File: config.mk
export PLATFORM = sky130hd
export DESIGN_NAME = ifu_fetch_buf
export DESIGN_NICKNAME = d
export VERILOG_FILES = /design/src/rtl/ifu_fetch_buf.sv
export SDC_FILE = /design/constraint.sdc
export NUM_CORES = 1
export LEC_CHECK = 0
export BUFFER_PORTS_ARGS = -buffer_cell sky130_fd_sc_hd__buf_2
export CAP_MARGIN = 20
export CORE_UTILIZATION = 55
export DETAILED_ROUTE_END_ITERATION = 16
export PLACE_DENSITY = 0.77
export SYNTH_ARGS = -nofsm -noshare
export SYNTH_HDL_FRONTEND = slang
export SYNTH_SLANG_ARGS = --single-unit
File: constraint.sdc
create_clock -name clk -period 4.9 [get_ports clk]
set_input_delay 0.49 -clock clk [delete_from_list [all_inputs] [get_ports clk]]
set_output_delay 0.49 -clock clk [all_outputs]
set_load 0.03 [all_outputs]
File: src/rtl/ifu_fetch_buf.sv
// ifu_fetch_buf: instruction-fetch stage between the PC register and decode.
// Issues in-order instruction memory reads with a req/gnt handshake, keeps the
// PC and instruction for each read in a DEPTH-entry queue, and hands the queue
// head to decode with valid/ready. A redirect flushes the queue and counts the
// reads still in flight so that their responses are dropped when they return.
// Optional build macro FETCH_BYPASS_EN: forwards returning read data straight to
// decode when the entry being filled is the queue head (0-cycle rvalid->decode).
module ifu_fetch_buf #(
    parameter int DATA_W = 32,
    parameter int DEPTH  = 4
) (
    input  logic              clk,
    input  logic              rst_n,
    input  logic              ena_i,
    input  logic [DATA_W-1:0] curr_pc_i,
    output logic [DATA_W-1:0] next_pc_o,
    output logic              imem_req_o,
    output logic [DATA_W-1:0] imem_addr_o,
    input  logic              imem_gnt_i,
    input  logic              imem_rvalid_i,
    input  logic [DATA_W-1:0] imem_rdata_i,
    input  logic              redirect_i,
    input  logic [DATA_W-1:0] redirect_pc_i,
    output logic              id_valid_o,
    output logic [DATA_W-1:0] id_pc_o,
    output logic [DATA_W-1:0] id_inst_o,
    input  logic              id_ready_i
);

    localparam int AW = (DEPTH > 1) ? $clog2(DEPTH) : 1;
    localparam int CW = AW + 1;
    // Discard count can exceed DEPTH when redirects stack up during discard.
    localparam int DW = AW + 4;

    logic [DATA_W-1:0] pc_q   [DEPTH];
    logic [DATA_W-1:0] inst_q [DEPTH];
    logic [DEPTH-1:0]  filled_q;
    logic [AW-1:0]     wr_ptr;
    logic [AW-1:0]     fill_ptr;
    logic [AW-1:0]     rd_ptr;
    logic [CW-1:0]     occ_cnt;
    logic [CW-1:0]     pend_cnt;
    logic [DW-1:0]     discard_cnt;
    logic [DW-1:0]     redirect_discard;
    logic [DATA_W-1:0] last_pc;
    logic [DATA_W-1:0] last_inst;

    logic alloc;
    logic discarding;
    logic fill_en;
    logic head_filled;
    logic bypass;
    logic head_ready;
    logic release_en;

    assign discarding  = (discard_cnt != '0);
    assign alloc       = imem_req_o && imem_gnt_i;
    assign fill_en     = imem_rvalid_i && !discarding && (pend_cnt != '0);
    assign head_filled = filled_q[rd_ptr];

`ifdef FETCH_BYPASS_EN
    assign bypass = fill_en && (fill_ptr == rd_ptr) && !head_filled;
`else
    assign bypass = 1'b0;
`endif

    assign head_ready  = head_filled || bypass;
    assign id_valid_o  = head_ready && !redirect_i;
    assign release_en  = id_valid_o && id_ready_i;
    assign id_pc_o     = head_ready ? pc_q[rd_ptr] : last_pc;
    assign id_inst_o   = head_filled ? inst_q[rd_ptr] : (bypass ? imem_rdata_i : last_inst);

    assign imem_req_o  = rst_n && ena_i && !redirect_i && (occ_cnt < CW'(DEPTH));
    assign imem_addr_o = curr_pc_i & ~DATA_W'(3);

    // Next PC: redirect target wins, otherwise advance by one word on a grant.
    always_comb begin
        next_pc_o = curr_pc_i;
        if (rst_n && redirect_i) begin
            next_pc_o = redirect_pc_i & ~DATA_W'(3);
        end else if (alloc) begin
            next_pc_o = curr_pc_i + DATA_W'(4);
        end
    end

    // Reads left in flight after a redirect, minus one returning this cycle.
    always_comb begin
        redirect_discard = DW'(pend_cnt) + discard_cnt;
        if (imem_rvalid_i && (redirect_discard != '0)) begin
            redirect_discard = redirect_discard - DW'(1);
        end
    end

    // Queue state: allocate on grant, fill on rvalid, release on decode handshake.
    always_ff @(posedge clk or negedge rst_n) begin
        if (!rst_n) begin
            for (int i = 0; i < DEPTH; i++) begin
                pc_q[i]   <= '0;
                inst_q[i] <= '0;
            end
            filled_q    <= '0;
            wr_ptr      <= '0;
            fill_ptr    <= '0;
            rd_ptr      <= '0;
            occ_cnt     <= '0;
            pend_cnt    <= '0;
            discard_cnt <= '0;
        end else if (redirect_i) begin
            filled_q    <= '0;
            wr_ptr      <= '0;
            fill_ptr    <= '0;
            rd_ptr      <= '0;
            occ_cnt     <= '0;
            pend_cnt    <= '0;
            discard_cnt <= redirect_discard;
        end else begin
            if (alloc) begin
                pc_q[wr_ptr]     <= curr_pc_i;
                filled_q[wr_ptr] <= 1'b0;
                wr_ptr           <= wr_ptr + AW'(1);
            end
            if (imem_rvalid_i && discarding) begin
                discard_cnt <= discard_cnt - DW'(1);
            end
            if (fill_en) begin
                inst_q[fill_ptr]   <= imem_rdata_i;
                filled_q[fill_ptr] <= 1'b1;
                fill_ptr           <= fill_ptr + AW'(1);
            end
            if (release_en) begin
                filled_q[rd_ptr] <= 1'b0;
                rd_ptr           <= rd_ptr + AW'(1);
            end
            occ_cnt  <= occ_cnt + CW'(alloc) - CW'(release_en);
            pend_cnt <= pend_cnt + CW'(alloc) - CW'(fill_en);
        end
    end

    // Remember the last presented instruction so outputs hold while empty.
    always_ff @(posedge clk or negedge rst_n) begin
        if (!rst_n) begin
            last_pc   <= '0;
            last_inst <= '0;
        end else if (head_ready) begin
            last_pc   <= id_pc_o;
            last_inst <= id_inst_o;
        end
    end

`ifndef SYNTHESIS
    // A response must always belong to an outstanding or discarded read.
    rvalid_has_owner: assert property (@(posedge clk) disable iff (!rst_n)
        imem_rvalid_i |-> ((pend_cnt != '0) || discarding));
`endif

endmodule

Word-level counts from Yosys, hierarchy flattened
Cells that the tools add are included.
{"block": "word_totals", "reg_bits": 342, "input_bits": 103, "out_inout_bits": 130, "elab_cells": 117}
{"block": "classes", "bitwise": 9, "muxes": 41, "order_cmp": 12, "add_sub_neg": 11, "n_reduce_logical": 27}
{"operator": "$mux 32", "count": 10}
{"operator": "$bwmux 128", "count": 2}
{"operator": "$bmux 32 s2", "count": 2}
{"operator": "$demux 32 s2", "count": 2}
{"operator": "$add 32x3->32 const B", "count": 1}
{"operator": "$mux 4", "count": 6}
{"operator": "$mux 6", "count": 3}
{"operator": "$logic_and 1x1->1", "count": 16}
{"operator": "$mux 2", "count": 6}
{"operator": "$reduce_bool 6->1", "count": 2}
{"operator": "$sub 6x1->6 const B", "count": 2}
{"operator": "$ge 3x3->1 const B", "count": 3}
{"operator": "$lt 2x3->1 const B", "count": 3}
{"operator": "$not 2->3", "count": 3}
{"operator": "$and 4x4->4", "count": 2}
{"operator": "$not 4->4", "count": 2}
{"operator": "$reduce_bool 2->1", "count": 4}
{"operator": "$add 2x1->2 const B", "count": 3}
{"operator": "$add 3x1->3", "count": 2}
{"operator": "$add 3x6->6", "count": 1}
{"operator": "$demux 1 s2", "count": 3}
{"operator": "$ge 2x1->1 const B", "count": 3}
{"operator": "$lt 3x1->1 const B", "count": 2}
{"operator": "$mux 3", "count": 2}
{"operator": "9 further kinds", "count": 15}

Longest topological paths before layout
Gate-level depths: netlist of the first run.
{"block": "depth", "depth_word": 14, "depth_mapped": 13, "depth_no_buf": 13}

Worst setup path after synthesis of the first run
OpenSTA, ideal clock, no wires.
{"block": "synth_path", "path_kind": "input-to-output", "from": "input port curr_pc_i[12]", "to": "output port next_pc_o[29]", "n_path_buf": 1, "setup_slack_ns": 1.836, "required_ns": 4.410, "t_arrival_ns": 2.574, "path_stages": 7, "cell_sequence": "buf_2 nand3_1 or4_4 or3_1 or3_1 xnor2_1 o21ai_1"}
{"block": "synth_between", "elab_chain_len": 3}
{"item": "start: declaration", "line_no": "15", "rtl": "input logic [DATA_W-1:0] curr_pc_i,"}
{"item": "$add 32x3->32", "line_no": "82", "rtl": "next_pc_o = curr_pc_i + DATA_W'(4);"}
{"item": "$mux 32", "line_no": "81", "rtl": "end else if (alloc) begin"}
{"item": "$mux 32", "line_no": "79", "rtl": "if (rst_n && redirect_i) begin"}
{"item": "end: declaration", "line_no": "16", "rtl": "output logic [DATA_W-1:0] next_pc_o,"}
Every way passes these cells.

Worst setup path in the final report of the first run
{"block": "layout_path", "from": "input port rst_n", "to": "output port next_pc_o[26]"}
{"block": "layout_between", "elab_chain_len": 6, "word_cells_on_any_way": 7, "cone_classes": "mux (2); reduce/logical (5)"}
{"item": "start: declaration", "line_no": "13", "rtl": "input logic rst_n,"}
{"item": "$logic_and 1x1->1 (3 in series)", "line_no": "73", "rtl": "assign imem_req_o = rst_n && ena_i && !redirect_i && (occ_cnt < CW'(DEPTH));"}
{"item": "$logic_and 1x1->1", "line_no": "57", "rtl": "assign alloc = imem_req_o && imem_gnt_i;"}
{"item": "$mux 32", "line_no": "81"}
{"item": "$mux 32 *", "line_no": "79"}
Every way passes the cells marked *; elsewhere a longest branch is shown, timed or not.

==> results of run 1 <==
-- cell type report --
type / count / area (um2)
sequential: 342 / 8570
clock inverter: 8 / 96.3
timing repair buffer: 237 / 1230
multi-input combinational: 754 / 7720
inverter: 22 / 82.6
antenna: 1 / 2.50
tap: 390 / 488
clock buffer: 59 / 1190
fill: 2231 / 10600
-- routing by layer --
metal	routed length (um)	GRT usage	share of wire
met1	15600	0.309	0.45
met2	17300	0.385	0.50
met4	644	0.0616	0.018
met5	16	0	0.00046
met3	1370	0.0306	0.039
-- Yosys cell counts, drive strengths merged, types with 3 or more instances --
master,n
nand2,73
xnor2,22
inv,22
mux2,377
nand4,9
a21oi,5
nand3,16
ha,24
xor2,20
o31ai,3
nor2b,6
fa,3
nor3,4
o21ai,46
a21o,3
mux2i,4
buf,62
dfrtp,342
and2,5
or3,5
clkbuf,51
a22oi,4
mux4,65
and3,5
nor2,28
-- state kept, by name, indices dropped and copies added (netlist names) --
name	flops
occ_cnt	3
filled_q	4
last_pc	32
rd_ptr	2
inst_q	128
pc_q	128
discard_cnt	6
fill_ptr	2
pend_cnt	3
wr_ptr	2
last_inst	32
-- cell families after synthesis --
logic type,after synthesis,synth area share
other cells,1,0.000222
simple gates,163,0.0458
buf+inv,135,0.0394
xor+xnor,42,0.0217
compound gates,74,0.0262
fa+ha+maj,27,0.0213
flops,342,0.506
mux,446,0.340
-- power by group --
| part | internal (uW) | switching (uW) |
|---|---|---|
| clock | 1770 | 1090 |
| sequential | 2950 | 99.8 |
| combinational | 317 | 412 |
-- repair_timing --
action,CTS,global route
setup buffers,0,0
endpoints found under the setup margin,0,0
hold buffers,1,0
hold endpoints to repair,39,0
-- metrics by stage --
step                      power, uW  utilization  instance area, um2  setup slack, ps  std cells
after floorplan                3580            -               16900             1840       1231
final                          6640        0.647               19400              979       1813
after global placement         3790        0.604               18100             1420       1744
after detailed placement       3820        0.604               18100             1320       1744
after global routing           6910        0.647               19400              797       1813
after CTS                      6710        0.647               19400              951       1812
-- worst max path at each step --
| stage | start | endpoint | slack [ps] |
|---|---|---|---|
| 2_1_floorplan | curr_pc_i[12] | next_pc_o[29] | 1840 |
| 3_3_place_gp | redirect_i | pend_cnt[2] | 1420 |
| 3_5_place_dp | rst_n | pend_cnt[2] | 1320 |
| 4_1_cts | rd_ptr[0] | id_pc_o[4] | 950 |
| 5_1_grt | rst_n | next_pc_o[26] | 800 |
| 6_report | rst_n | next_pc_o[26] | 980 |
==> results.cfg, run 1 <==
[cells_and_area]
nets = 1524
area_growth_pct = 14.5
layout_common_cells = mux2_2 (360), dfrtp_1 (340), buf_2 (227), nand2_1 (65), mux4_2 (64)
layout_commonest_cell = mux2_2
drive_gt1_frac = 0.520

[setup_path]
rrSetupSlack_ps = 1700
worstSetupStartpointType = input pin
cp_data_required_time_ps = 4410
worst_path_dominant_cell_family = simple AND/OR/NAND/NOR gates
crit-reg2reg-launch = rd_ptr[0]
reg2reg_to = occ_cnt[2]
critical-path-top-cell-by-count = or3_1
rr_worst_depth = 9
cp_cell_sequence = dlygate4sd3_1 -> buf_8 -> and4bb_1 -> nand4_1 -> or3_1 -> or3_1 -> xor2_1 -> o21ai_2 -> buf_2
path_depth = 9
crit_arrival_ps = 3430
crit_type = in2out
critPathMaxFanout = 43
critPathSlowestCell = or3_1
critPathCaptureType = primary output
crit_path_max_incr_delay_ps = 590
critPathBufInv = 3

[timing]
max_freq_mhz = 255
period_needed_ps = 3920
rsz0062_at_grt = false
finalSetupTns_ps = 0
hold_viol_final = 0
final_max_slew_viol_count = 0
setup_violations = 0
relSlewSlack = 0.290
tightest_slew_ps = 1070
post-route-period-util = 0.800
skew_ps = 28.8
hold_ws_ps = 236

[run_status]
status = completed

[synthesis]
synthTopCellsByArea = dfrtp_1 (51%), mux2_2 (24%), mux4_2 (8.6%), ha_1 (1.8%), buf_4 (1.6%)
ys.flop_type = dfrtp_1
synth-seq-cells = 342
synth_edf_count = 0
syn_inst = 1230
yosysWarningCount = 0
synth.avg_cell_area_um2 = 13.8
seq_area_frac_synth = 0.506
yosysTopAreaCell = dfrtp_1
async_flop_share = 1.00
ys_types = 54
syn_area_um2 = 16900
yosys.area.top_type_share = 0.506

[clocking]
cts_tree = built
cts_buffers = 37
max-clock-path-buffers = 3
clk_latency_ps = 510
clk_pin_slew_ps = 60
htreeDepth = 2
cts.sinks = 342
ctsRootBufferMaster = clkbuf_16
post_cts_resized = 0

[placement]
gp_congestion = 0.840
hpwlAfterDp_mm = 21.8
port_buffers = 228

[detailed_routing]
ant_nets = 0
via_per_inst = 5.72
detailedRoute.firstIterationViolations = 431
drcViolationCount = 0
vias = 10376
wl_per_cell_um = 19.2
drt-total-wl_mm = 34.9
detail_route.first_pass.iterations = 6

[global_routing]
grt.overflow.total = 0
antenna_found_initial = 2
grt_first_pass_wirelength_mm = 56.4
grt_max_degree = 173
grt_pass1_vias = 10794
grt_usage = 0.228

[worst_hold_path]
min_path_type = in2reg
hp-start = imem_rdata_i[24]
whs_path_depth = 2
hold_path_end = inst_q[120]

[power]
power.density_nw_per_um2 = 343
leakagePower_uw = 0.00967
peakVddDrop_mv = 0.243

[job]
maxCapViolations = 0

[floorplanning]
initial_core_util = 0.565
coreArea_um2 = 30000
ios = 233
die_h_um = 177
die_x_um = 177
dieArea_um2 = 31500
rows = 63
Power figures use the tool's default switching activity.
==> inputs of run 2 (changes only) <==
Settings changed: CORE_UTILIZATION 55 to 52, PLACE_DENSITY 0.77 to 0.76.
Clock period 4.9 ns to 3.5 ns, I/O delays scaled along.
==> results.cfg, run 2 (same netlist as run 1, synthesis figures left out) <==
[setup_path]
cp_data_required_time_ps = 3150
critPathMaxFanout = 5
worst_path_dominant_cell_family = simple AND/OR/NAND/NOR gates
crit_path_max_incr_delay_ps = 520
critPathSlowestCell = or3_1
critical-path-top-cell-by-count = or3_1
critPathBufInv = 1
worstSetupStartpointType = flip-flop
critPathCaptureType = primary output
crit_type = reg2out
crit_arrival_ps = 2960
cp_cell_sequence = and4bb_1 -> nand4_1 -> or3_1 -> or3_1 -> xor2_1 -> o21ai_2 -> buf_2

[global_routing]
grt_max_degree = 187
grt.overflow.total = 0
grt_first_pass_wirelength_mm = 56.6
antenna_found_initial = 0
grt_usage = 0.214
grt_pass1_vias = 10511

[timing]
max_freq_mhz = 302
skew_ps = 14.8
tightest_slew_ps = 1130
final_max_slew_viol_count = 0
post-route-period-util = 0.945
setup_violations = 0
setup_slack_ps = 193
finalSetupTns_ps = 0
relSlewSlack = 0.244
hold_ws_ps = -73.6
rsz0062_at_grt = false
period_needed_ps = 3310
hold_viol_final = 37

[floorplanning]
coreArea_um2 = 31800
die_h_um = 182
dieArea_um2 = 33300
initial_core_util = 0.532
rows = 65
ios = 233
die_x_um = 182

[cells_and_area]
layout_commonest_cell = mux2_2
antennaDiodeCount = 0
area_growth_pct = 16.0
seq_area_um2 = 8570
drive_gt1_frac = 0.525
multiInputGateArea_um2 = 7720
nets = 1537
n_fill_cell = 2483
largest_registers = inst_q (128), pc_q (128)
layout_common_cells = mux2_2 (360), dfrtp_1 (340), buf_2 (227), nand2_1 (65), mux4_2 (64)

[clocking]
post_cts_resized = 0
cts_hold_buf = 0
max-clock-path-buffers = 3
cts_setup_buffers = 0
cts.sinks = 342
ctsRootBufferMaster = clkbuf_16
cts_tree = built
clk_pin_slew_ps = 60
cts_buffers = 38
htreeDepth = 2
clk_latency_ps = 510

[detailed_routing]
ant_nets = 0
detailedRoute.firstIterationViolations = 497
via_per_inst = 5.51
wl_per_cell_um = 18.7
drcViolationCount = 0
vias = 10300
detail_route.first_pass.iterations = 4
drt-total-wl_mm = 34.9

[power]
seqPwrFrac = 0.451
clockPowerShare = 0.438
peakVddDrop_mv = 0.264
combPwrFrac = 0.111
switching_power_uw = 2280
power.density_nw_per_um2 = 480
p_int_uw = 7140
swShare = 0.242
leakagePower_uw = 0.00977

[worst_hold_path]
min_path_type = in2async

[placement]
port_buffers = 228
gp_congestion = 0.830
hpwlAfterDp_mm = 21.8
dp_slack_ps = 571

[run_status]
violations = hold timing
status = complete, but fails checks

[job]
maxCapViolations = 0
## run 2: changes by cell type in the layout (fill, tap and decap cells not counted), moves of 3 or more
| cell | change |
|---|---|
| clkbuf_8 | -8 |
| clkinv_2 | +3 |
| buf_12 | +7 |
| buf_4 | +6 |
## run 2: per-layer routing
layer | up-vias | wire [um] | GRT usage
met4 | 0 | 589 | 0.0531
met2 | 178 | 17300 | 0.351
met5 | - | 0 | 0
li1 | 4762 | - | -
met1 | 5315 | 15900 | 0.303
met3 | 45 | 1200 | 0.0293
## run 2: area by class of cell
type                    instances  share of cell area
clock buffers                  53              0.0576
clock inverters                15             0.00962
inverters                      22             0.00420
multi-input cells             754               0.393
flip-flops and latches        342               0.436
well taps                     435              0.0277
repair buffers                249              0.0717
## run 2: final timing paths
kind                             startpoint            end  slack [ps]  cells after the start
max                              occ_cnt[2]  next_pc_o[26]         190                      7
min                                   rst_n    pend_cnt[0]         -70                      2
max reg2reg                  discard_cnt[4]    pend_cnt[2]         780                     12
min reg2reg                        pc_q[93]       pc_q[93]         480                      2
max in group asynchronous             rst_n       pc_q[18]        2120                      3
min in group clk           imem_rdata_i[30]     inst_q[62]          90                      2
## run 2: worst register-to-register path, cell delays in order (launching register included)
cell     delay (ps)
dfrtp_1         500
or3_1           390
nor2_1          190
o311a_1         220
buf_4           140
ha_1            220
inv_1            60
ha_1            130
inv_1            50
fa_1            370
xor2_1          170
xnor2_1         140
nor2_1           50
## run 2: power groups by stage
| stage | Combinational, uW | Clock [uW] | Sequential [uW] |
|---|---|---|---|
| floorplan | 754 | 0 | 4260 |
| global placement | 1020 | 0 | 4300 |
| detailed placement | 1050 | 0 | 4310 |
| CTS | 1060 | 4210 | 4250 |
| global route | 1160 | 4390 | 4270 |
| finish | 1050 | 4130 | 4250 |
## run 2: per-stage QoR
stage               total power [uW]  cell area, um2  utilization  instances
global route                    9820           19600        0.618       1870
finish                          9420           19600        0.618       1870
detailed placement              5370           18300        0.576       1802
floorplan                       5020           16900            -       1231
CTS                             9510           19600        0.618       1870
global placement                5330           18300        0.576       1802
